**src/rtl/idx_match_pkg.sv**
```systemverilog
// Shared defaults, FSM state encoding and width helpers for the index match engine.
// Optional per-word match counting is enabled by defining IDX_MATCH_COUNT_EN.
package idx_match_pkg;

    localparam int DEF_N_WORDS    = 32;
    localparam int DEF_N_CH       = 8;
    localparam int DEF_DATA_W     = 5;
    localparam int DEF_MAX_CHUNKS = 8;

    localparam int DEF_POS_W = $clog2(DEF_N_CH * DEF_MAX_CHUNKS);
    localparam int DEF_CNT_W = $clog2(DEF_N_CH * DEF_MAX_CHUNKS) + 1;
    localparam int DEF_NC_W  = $clog2(DEF_MAX_CHUNKS) + 1;

    typedef enum logic [1:0] {
        ST_IDLE = 2'd0,
        ST_RUN  = 2'd1,
        ST_DONE = 2'd2
    } state_t;

    // Index width that stays at least one bit wide for single-input encoders.
    function automatic int idx_w(input int n);
        return (n > 1) ? $clog2(n) : 1;
    endfunction

endpackage

```
**src/rtl/idx_prio_enc.sv**
```systemverilog
// Lowest-index-wins priority encoder: reports whether any request is set and
// the index of the lowest set request.
module idx_prio_enc
    import idx_match_pkg::*;
#(
    parameter int N_CH  = DEF_N_CH,
    parameter int IDX_W = idx_w(N_CH)
) (
    input  logic [N_CH-1:0]  i_req,
    output logic             o_hit,
    output logic [IDX_W-1:0] o_idx
);

    // NOTE: every output of a combinational block gets a default first, so no latch is inferred.
    always_comb begin
        o_hit = |i_req;
        o_idx = '0;
        // Scan from the top down so the lowest set lane is the last one written.
        for (int k = N_CH - 1; k >= 0; k--) begin
            if (i_req[k]) o_idx = IDX_W'(k);
        end
    end

endmodule

```
**src/rtl/index_match_engine.sv**
```systemverilog
// Searches streamed IA chunks for each of N_WORDS latched words and records the
// first matching position per word. Define IDX_MATCH_COUNT_EN to add o_count.
module index_match_engine
    import idx_match_pkg::*;
#(
    parameter int N_WORDS    = DEF_N_WORDS,
    parameter int N_CH       = DEF_N_CH,
    parameter int DATA_W     = DEF_DATA_W,
    parameter int MAX_CHUNKS = DEF_MAX_CHUNKS,
    parameter int POS_W      = $clog2(N_CH * MAX_CHUNKS)
) (
    input  logic                               i_clk,
    input  logic                               i_rst_n,
    input  logic                               i_start,
    input  logic [$clog2(MAX_CHUNKS):0]        i_num_chunks,
    input  logic [N_WORDS-1:0][DATA_W-1:0]     i_word,
    input  logic                               i_ia_valid,
    output logic                               o_ia_ready,
    input  logic [N_CH-1:0][DATA_W-1:0]        i_ia,
    input  logic [N_CH-1:0]                    i_ia_mask,
    output logic                               o_busy,
    output logic                               o_done,
    output logic [N_WORDS-1:0]                 o_valid,
    output logic [N_WORDS-1:0][POS_W-1:0]      o_pos
`ifdef IDX_MATCH_COUNT_EN
    ,
    output logic [N_WORDS-1:0][$clog2(N_CH*MAX_CHUNKS):0] o_count
`endif
);

    localparam int NC_W   = $clog2(MAX_CHUNKS) + 1;
    localparam int LANE_W = idx_w(N_CH);

    state_t                         r_state;
    state_t                         w_next_state;
    logic [N_WORDS-1:0][DATA_W-1:0] r_word;
    logic [NC_W-1:0]                r_num_chunks;
    logic [NC_W-1:0]                r_chunk;
    logic [NC_W-1:0]                w_num_clamped;
    logic [N_WORDS-1:0]             r_valid;
    logic [N_WORDS-1:0][POS_W-1:0]  r_pos;
    logic [N_WORDS-1:0][N_CH-1:0]   w_hits;
    logic [N_WORDS-1:0]             w_hit;
    logic [N_WORDS-1:0][LANE_W-1:0] w_lane;
    logic [N_WORDS-1:0][POS_W-1:0]  w_pos;
    logic                           w_start;
    logic                           w_accept;
    logic                           w_last;

    assign w_start  = (r_state == ST_IDLE) && i_start;
    assign w_accept = (r_state == ST_RUN) && i_ia_valid;
    assign w_last   = w_accept && (r_chunk == r_num_chunks - NC_W'(1));

    // A zero-length job still consumes one chunk; oversize requests are clamped.
    always_comb begin
        w_num_clamped = i_num_chunks;
        if (i_num_chunks == '0)
            w_num_clamped = NC_W'(1);
        else if (int'(i_num_chunks) > MAX_CHUNKS)
            w_num_clamped = NC_W'(MAX_CHUNKS);
    end

    for (genvar j = 0; j < N_WORDS; j++) begin : g_word
        for (genvar k = 0; k < N_CH; k++) begin : g_lane
            assign w_hits[j][k] = i_ia_mask[k] && (i_ia[k] == r_word[j]);
        end

        idx_prio_enc #(
            .N_CH  (N_CH),
            .IDX_W (LANE_W)
        ) u_enc (
            .i_req (w_hits[j]),
            .o_hit (w_hit[j]),
            .o_idx (w_lane[j])
        );

        assign w_pos[j] = POS_W'(int'(r_chunk) * N_CH + int'(w_lane[j]));
    end

    // NOTE: sequential state uses non-blocking assignments so all registers update together.
    always_ff @(posedge i_clk) begin
        if (!i_rst_n) r_state <= ST_IDLE;
        else          r_state <= w_next_state;
    end

    always_comb begin
        w_next_state = r_state;
        case (r_state)
            ST_IDLE: if (i_start) w_next_state = ST_RUN;
            ST_RUN:  if (w_last)  w_next_state = ST_DONE;
            ST_DONE: w_next_state = ST_IDLE;
            default: w_next_state = ST_IDLE;
        endcase
    end

    always_comb begin
        o_ia_ready = (r_state == ST_RUN);
        o_busy     = (r_state == ST_RUN) || (r_state == ST_DONE);
        o_done     = (r_state == ST_DONE);
    end

    always_ff @(posedge i_clk) begin
        if (!i_rst_n) begin
            r_word       <= '0;
            r_num_chunks <= '0;
            r_chunk      <= '0;
            r_valid      <= '0;
            r_pos        <= '0;
        end else if (w_start) begin
            r_word       <= i_word;
            r_num_chunks <= w_num_clamped;
            r_chunk      <= '0;
            r_valid      <= '0;
            r_pos        <= '0;
        end else if (w_accept) begin
            r_chunk <= r_chunk + NC_W'(1);
            // First match wins: a word already found keeps its position.
            for (int j = 0; j < N_WORDS; j++) begin
                if (!r_valid[j] && w_hit[j]) begin
                    r_valid[j] <= 1'b1;
                    r_pos[j]   <= w_pos[j];
                end
            end
        end
    end

    assign o_valid = r_valid;
    assign o_pos   = r_pos;

`ifdef IDX_MATCH_COUNT_EN
    localparam int CNT_W   = $clog2(N_CH * MAX_CHUNKS) + 1;
    localparam int CNT_MAX = (1 << CNT_W) - 1;

    logic [N_WORDS-1:0][CNT_W-1:0] r_count;
    logic [N_WORDS-1:0][CNT_W-1:0] w_count_next;

    always_comb begin
        w_count_next = r_count;
        for (int j = 0; j < N_WORDS; j++) begin
            if (int'(r_count[j]) + $countones(w_hits[j]) > CNT_MAX)
                w_count_next[j] = '1;
            else
                w_count_next[j] = r_count[j] + CNT_W'($countones(w_hits[j]));
        end
    end

    always_ff @(posedge i_clk) begin
        if (!i_rst_n)      r_count <= '0;
        else if (w_start)  r_count <= '0;
        else if (w_accept) r_count <= w_count_next;
    end

    assign o_count = r_count;
`endif

endmodule
```
**config.mk**
```make
export PLATFORM = sky130hd
export DESIGN_NAME = index_match_engine
export DESIGN_NICKNAME = d
export VERILOG_FILES = /design/src/rtl/idx_match_pkg.sv /design/src/rtl/idx_prio_enc.sv /design/src/rtl/index_match_engine.sv
export SDC_FILE = /design/constraint.sdc
export NUM_CORES = 2
export LEC_CHECK = 0
export CAP_MARGIN = 20
export CORE_MARGIN = 1
export CORE_UTILIZATION = 40
export DETAILED_ROUTE_END_ITERATION = 12
export PLACE_DENSITY = 0.62
export SYNTH_ARGS = -nofsm -noshare
export SYNTH_HDL_FRONTEND = slang
export SYNTH_SLANG_ARGS = --single-unit
```
**constraint.sdc**
```tcl
create_clock -name i_clk -period 6.3 [get_ports i_clk]
set_input_delay 1.26 -clock i_clk [delete_from_list [all_inputs] [get_ports i_clk]]
set_output_delay 1.26 -clock i_clk [all_outputs]
set_load 0.03 [all_outputs]
```
==> results_dict.tcl <==
set metrics [dict create \
    cts_tree "built" \
    syn_to_final_growth_pct 13.5 \
    wl_microns 133000 \
    fp.dieArea_sq_um 86600 \
    drtPass1Iterations 5 \
    yosysTopAreaCell "xor2_1" \
    cp.arrival_ns 4.12 \
    min_period_ns 3.62 \
    finalSetupViolCount 0 \
    cts.hold.buffers_added 0 \
    tightest_slew_ns 1.07 \
    ioPinCount 443 \
    path_max_fanout 81 \
    ant_nets 0 \
    rsz0062_at_grt "no" \
    criticalPathCategory "primary input to flip-flop" \
    synth_ff_type "dfxtp_1" \
    startpoint_type "primary input" \
    cts_resized 0 \
    synth_common_cells "xor2_1 (985), nand2_1 (523), dfxtp_1 (394)" \
    seq_area_sq_um 7890 \
    clkLatencyLatePin_ns 0.59 \
    grt_pass1_wl_microns 194000 \
    drc_errors 0 \
    start_util 0.406 \
    gr-usage-met2 0.468 \
    cpLargestDelayFamily "buffers and inverters" \
    fin_nets 4455 \
    vias_per_cell 5.70 \
    synth_fp_nets 4430 \
    reg2reg_from "r_state[1]" \
    final-hold-violation-count 0 \
    fillers 8338 \
    track_usage 0.296 \
    wire_per_inst_microns 24.6 \
    maxSlewHeadroom 0.283 \
    use_met3 0.0541 \
    core.rowCount 106 \
    path_buf_inv 2 \
    cp-end-kind "flip-flop" \
    dp_slack_ns 2.03 \
    drv_slew 0 \
    critical-path-max-stage-delay_ns 0.81 \
    p_total_mw 7.68 \
    postCtsSetupRepairBufs 0 \
    ys_ff_latch 394 \
    drive_gt1_frac 0.0457 \
    syn_area_sq_um 34200 \
    gp_congestion 0.895 \
    setup_ws_ns 2.68 \
    ys_warn_count 0 \
    dr_total_vias 30800 \
    met1_usage 0.395 \
    synth.most_common_cell "xor2_1" \
    yosys-top-cells-area "xor2_1 (25%), dfxtp_1 (23%), xnor2_1 (7.8%)" \
    die_h_microns 294 \
    cts-buffers-inserted 44 \
    core_sq_um 84100 \
    slowest_stage "buf_4" \
    maxCapViolCount 0 \
    hold_path.class "flip-flop to flip-flop" \
    hp-start "o_pos[73]" \
    fp.dieW_microns 294 \
    cts_root_buf "clkbuf_16" \
    ys_seq_area_frac 0.231 \
    leakage_nw 16.2 \
    ir_drop_v 0.000152 \
    worstPathCellList "clkdlybuf4s50_1 -> nand2_4 -> and2_4 -> buf_4 -> nand2_1 -> mux2i_1" \
    clk_path_buf_depth 3 \
    synthCells 4208 \
    critical_path_required_ns 6.80 \
    portBuffers 442 \
    status "completed" \
    clk_pin_slew_ns 0.06 \
    finish.utilization 0.461 \
    async_flop_share 0 \
    busiest_layer "met2" \
    fin_tns_setup_ns 0 \
    antenna_found_initial 3 \
    grt_max_degree 82 \
    p_per_area_nw_per_um2 198 \
    drt_iter0_markers 2747 \
    htree_levels 2 \
    multiInputGateArea_sq_um 23300 \
    grt_pass1_vias 29500 \
    synth_edf_count 0 \
    cp-startpoint "i_start" \
    fmax_ghz 0.276 \
    post-route-period-util 0.575 \
    clock_skew_ns 0.0257 \
    dp_hpwl_microns 82100 \
    yosysTopAreaCellShare 0.253 \
    postSynthAreaPerCell_sq_um 8.12 \
    ys_types 52 \
    grt_overflow 0 \
    clock-sinks 394 \
]
## final timing paths
path | cells after the start | slack, ns | to
hold reg to reg | 2 | 0.46 | o_pos[73]
setup / recovery | 6 | 2.68 | o_pos[46]
hold / removal | 2 | 0.46 | o_pos[73]
setup reg to reg | 7 | 3.16 | o_pos[46]
## tightest hold or removal path, delay by kind of cell (launching register included)
family	cells	cell delay, ns
flops	1	0.31
mux	1	0.05
simple gates	1	0.05
## layout make-up
| cell class | instances | share of cell area |
|---|---|---|
| multi-input cells | 3287 | 0.600 |
| clock inverters | 19 | 0.00777 |
| clock buffers | 58 | 0.0321 |
| well taps | 1134 | 0.0366 |
| diodes | 1 | 0.0000645 |
| flip-flops and latches | 394 | 0.203 |
| repair buffers | 468 | 0.116 |
| inverters | 38 | 0.00368 |
## per-stage QoR
step / hold WS, ns / std cells / cell area, sq um
6_report: 0.456 / 5399 / 38800
5_1_grt: 0.472 / 5398 / 38800
4_1_cts: 0.458 / 5398 / 38800
3_5_place_dp: 0.446 / 5321 / 37200
3_3_place_gp: 0.442 / 5321 / 37200
2_1_floorplan: 0.454 / 4208 / 34200
## placed cells by master, fill, tap and decap left out, types with 7 or more instances in the layout
master | synthesis | routed
inv_1 | 38 | 37
o21ai_0 | 69 | 69
nor2_1 | 101 | 101
bufinv_16 | 0 | 7
o21a_1 | 30 | 30
or4_4 | 29 | 29
o211a_1 | 30 | 30
nand3_1 | 129 | 129
nor4_1 | 224 | 224
mux2i_1 | 157 | 157
nor4b_1 | 29 | 29
clkbuf_16 | 0 | 45
and2_1 | 26 | 23
xnor2_1 | 303 | 303
a211oi_1 | 32 | 32
a21boi_0 | 165 | 165
nand2_1 | 523 | 517
and3_1 | 130 | 130
o31ai_1 | 29 | 29
and2_4 | 6 | 8
a21oi_1 | 66 | 66
clkbuf_8 | 0 | 7
clkdlybuf4s50_1 | 0 | 394
buf_4 | 46 | 63
a22oi_1 | 30 | 30
buf_2 | 227 | 8
nand4_1 | 65 | 65
a21o_1 | 29 | 29
nor3_1 | 65 | 65
xor2_1 | 985 | 985
dfxtp_1 | 394 | 394
## flip-flops by register name, summed over array words and instances (netlist names)
signal	cells
o_pos	192
r_chunk	4
r_state	2
r_word	160
o_valid	32
r_num_chunks	4
## logic make-up (layout without fill, tap and decap cells)
logic type               Yosys count  after routing  share of synthesized area
AO/OA/AOI/OAI                    496            496                      0.102
XOR/XNOR                        1288           1288                      0.330
adder cells (fa/ha/maj)            6              6                    0.00220
buffers and inverters            527            583                     0.0887
flip-flops                       394            394                      0.231
multiplexers                     158            158                     0.0464
other                              0              1                          0
AND/OR/NAND/NOR                 1339           1339                      0.200
## report_power, final
group | leakage [nW] | switching [mW] | total [mW] | internal (mW)
Sequential | 3.20 | 0.354 | 2.93 | 2.58
Combinational | 12.3 | 1.13 | 1.94 | 0.806
Clock | 0.742 | 1.13 | 2.81 | 1.68
Total | 16.2 | 2.62 | 7.68 | 5.07
## layer usage
metal  part of all wire  wire length, microns  vias up
li1                   -                     -    14100
met1               0.43                 56600    14800
met2               0.44                 58800     1518
met3              0.091                 12100      339
met4              0.040                  5290        2
met5           0.000075                    10        -
No activity file was read; power rests on OpenSTA's default activity.
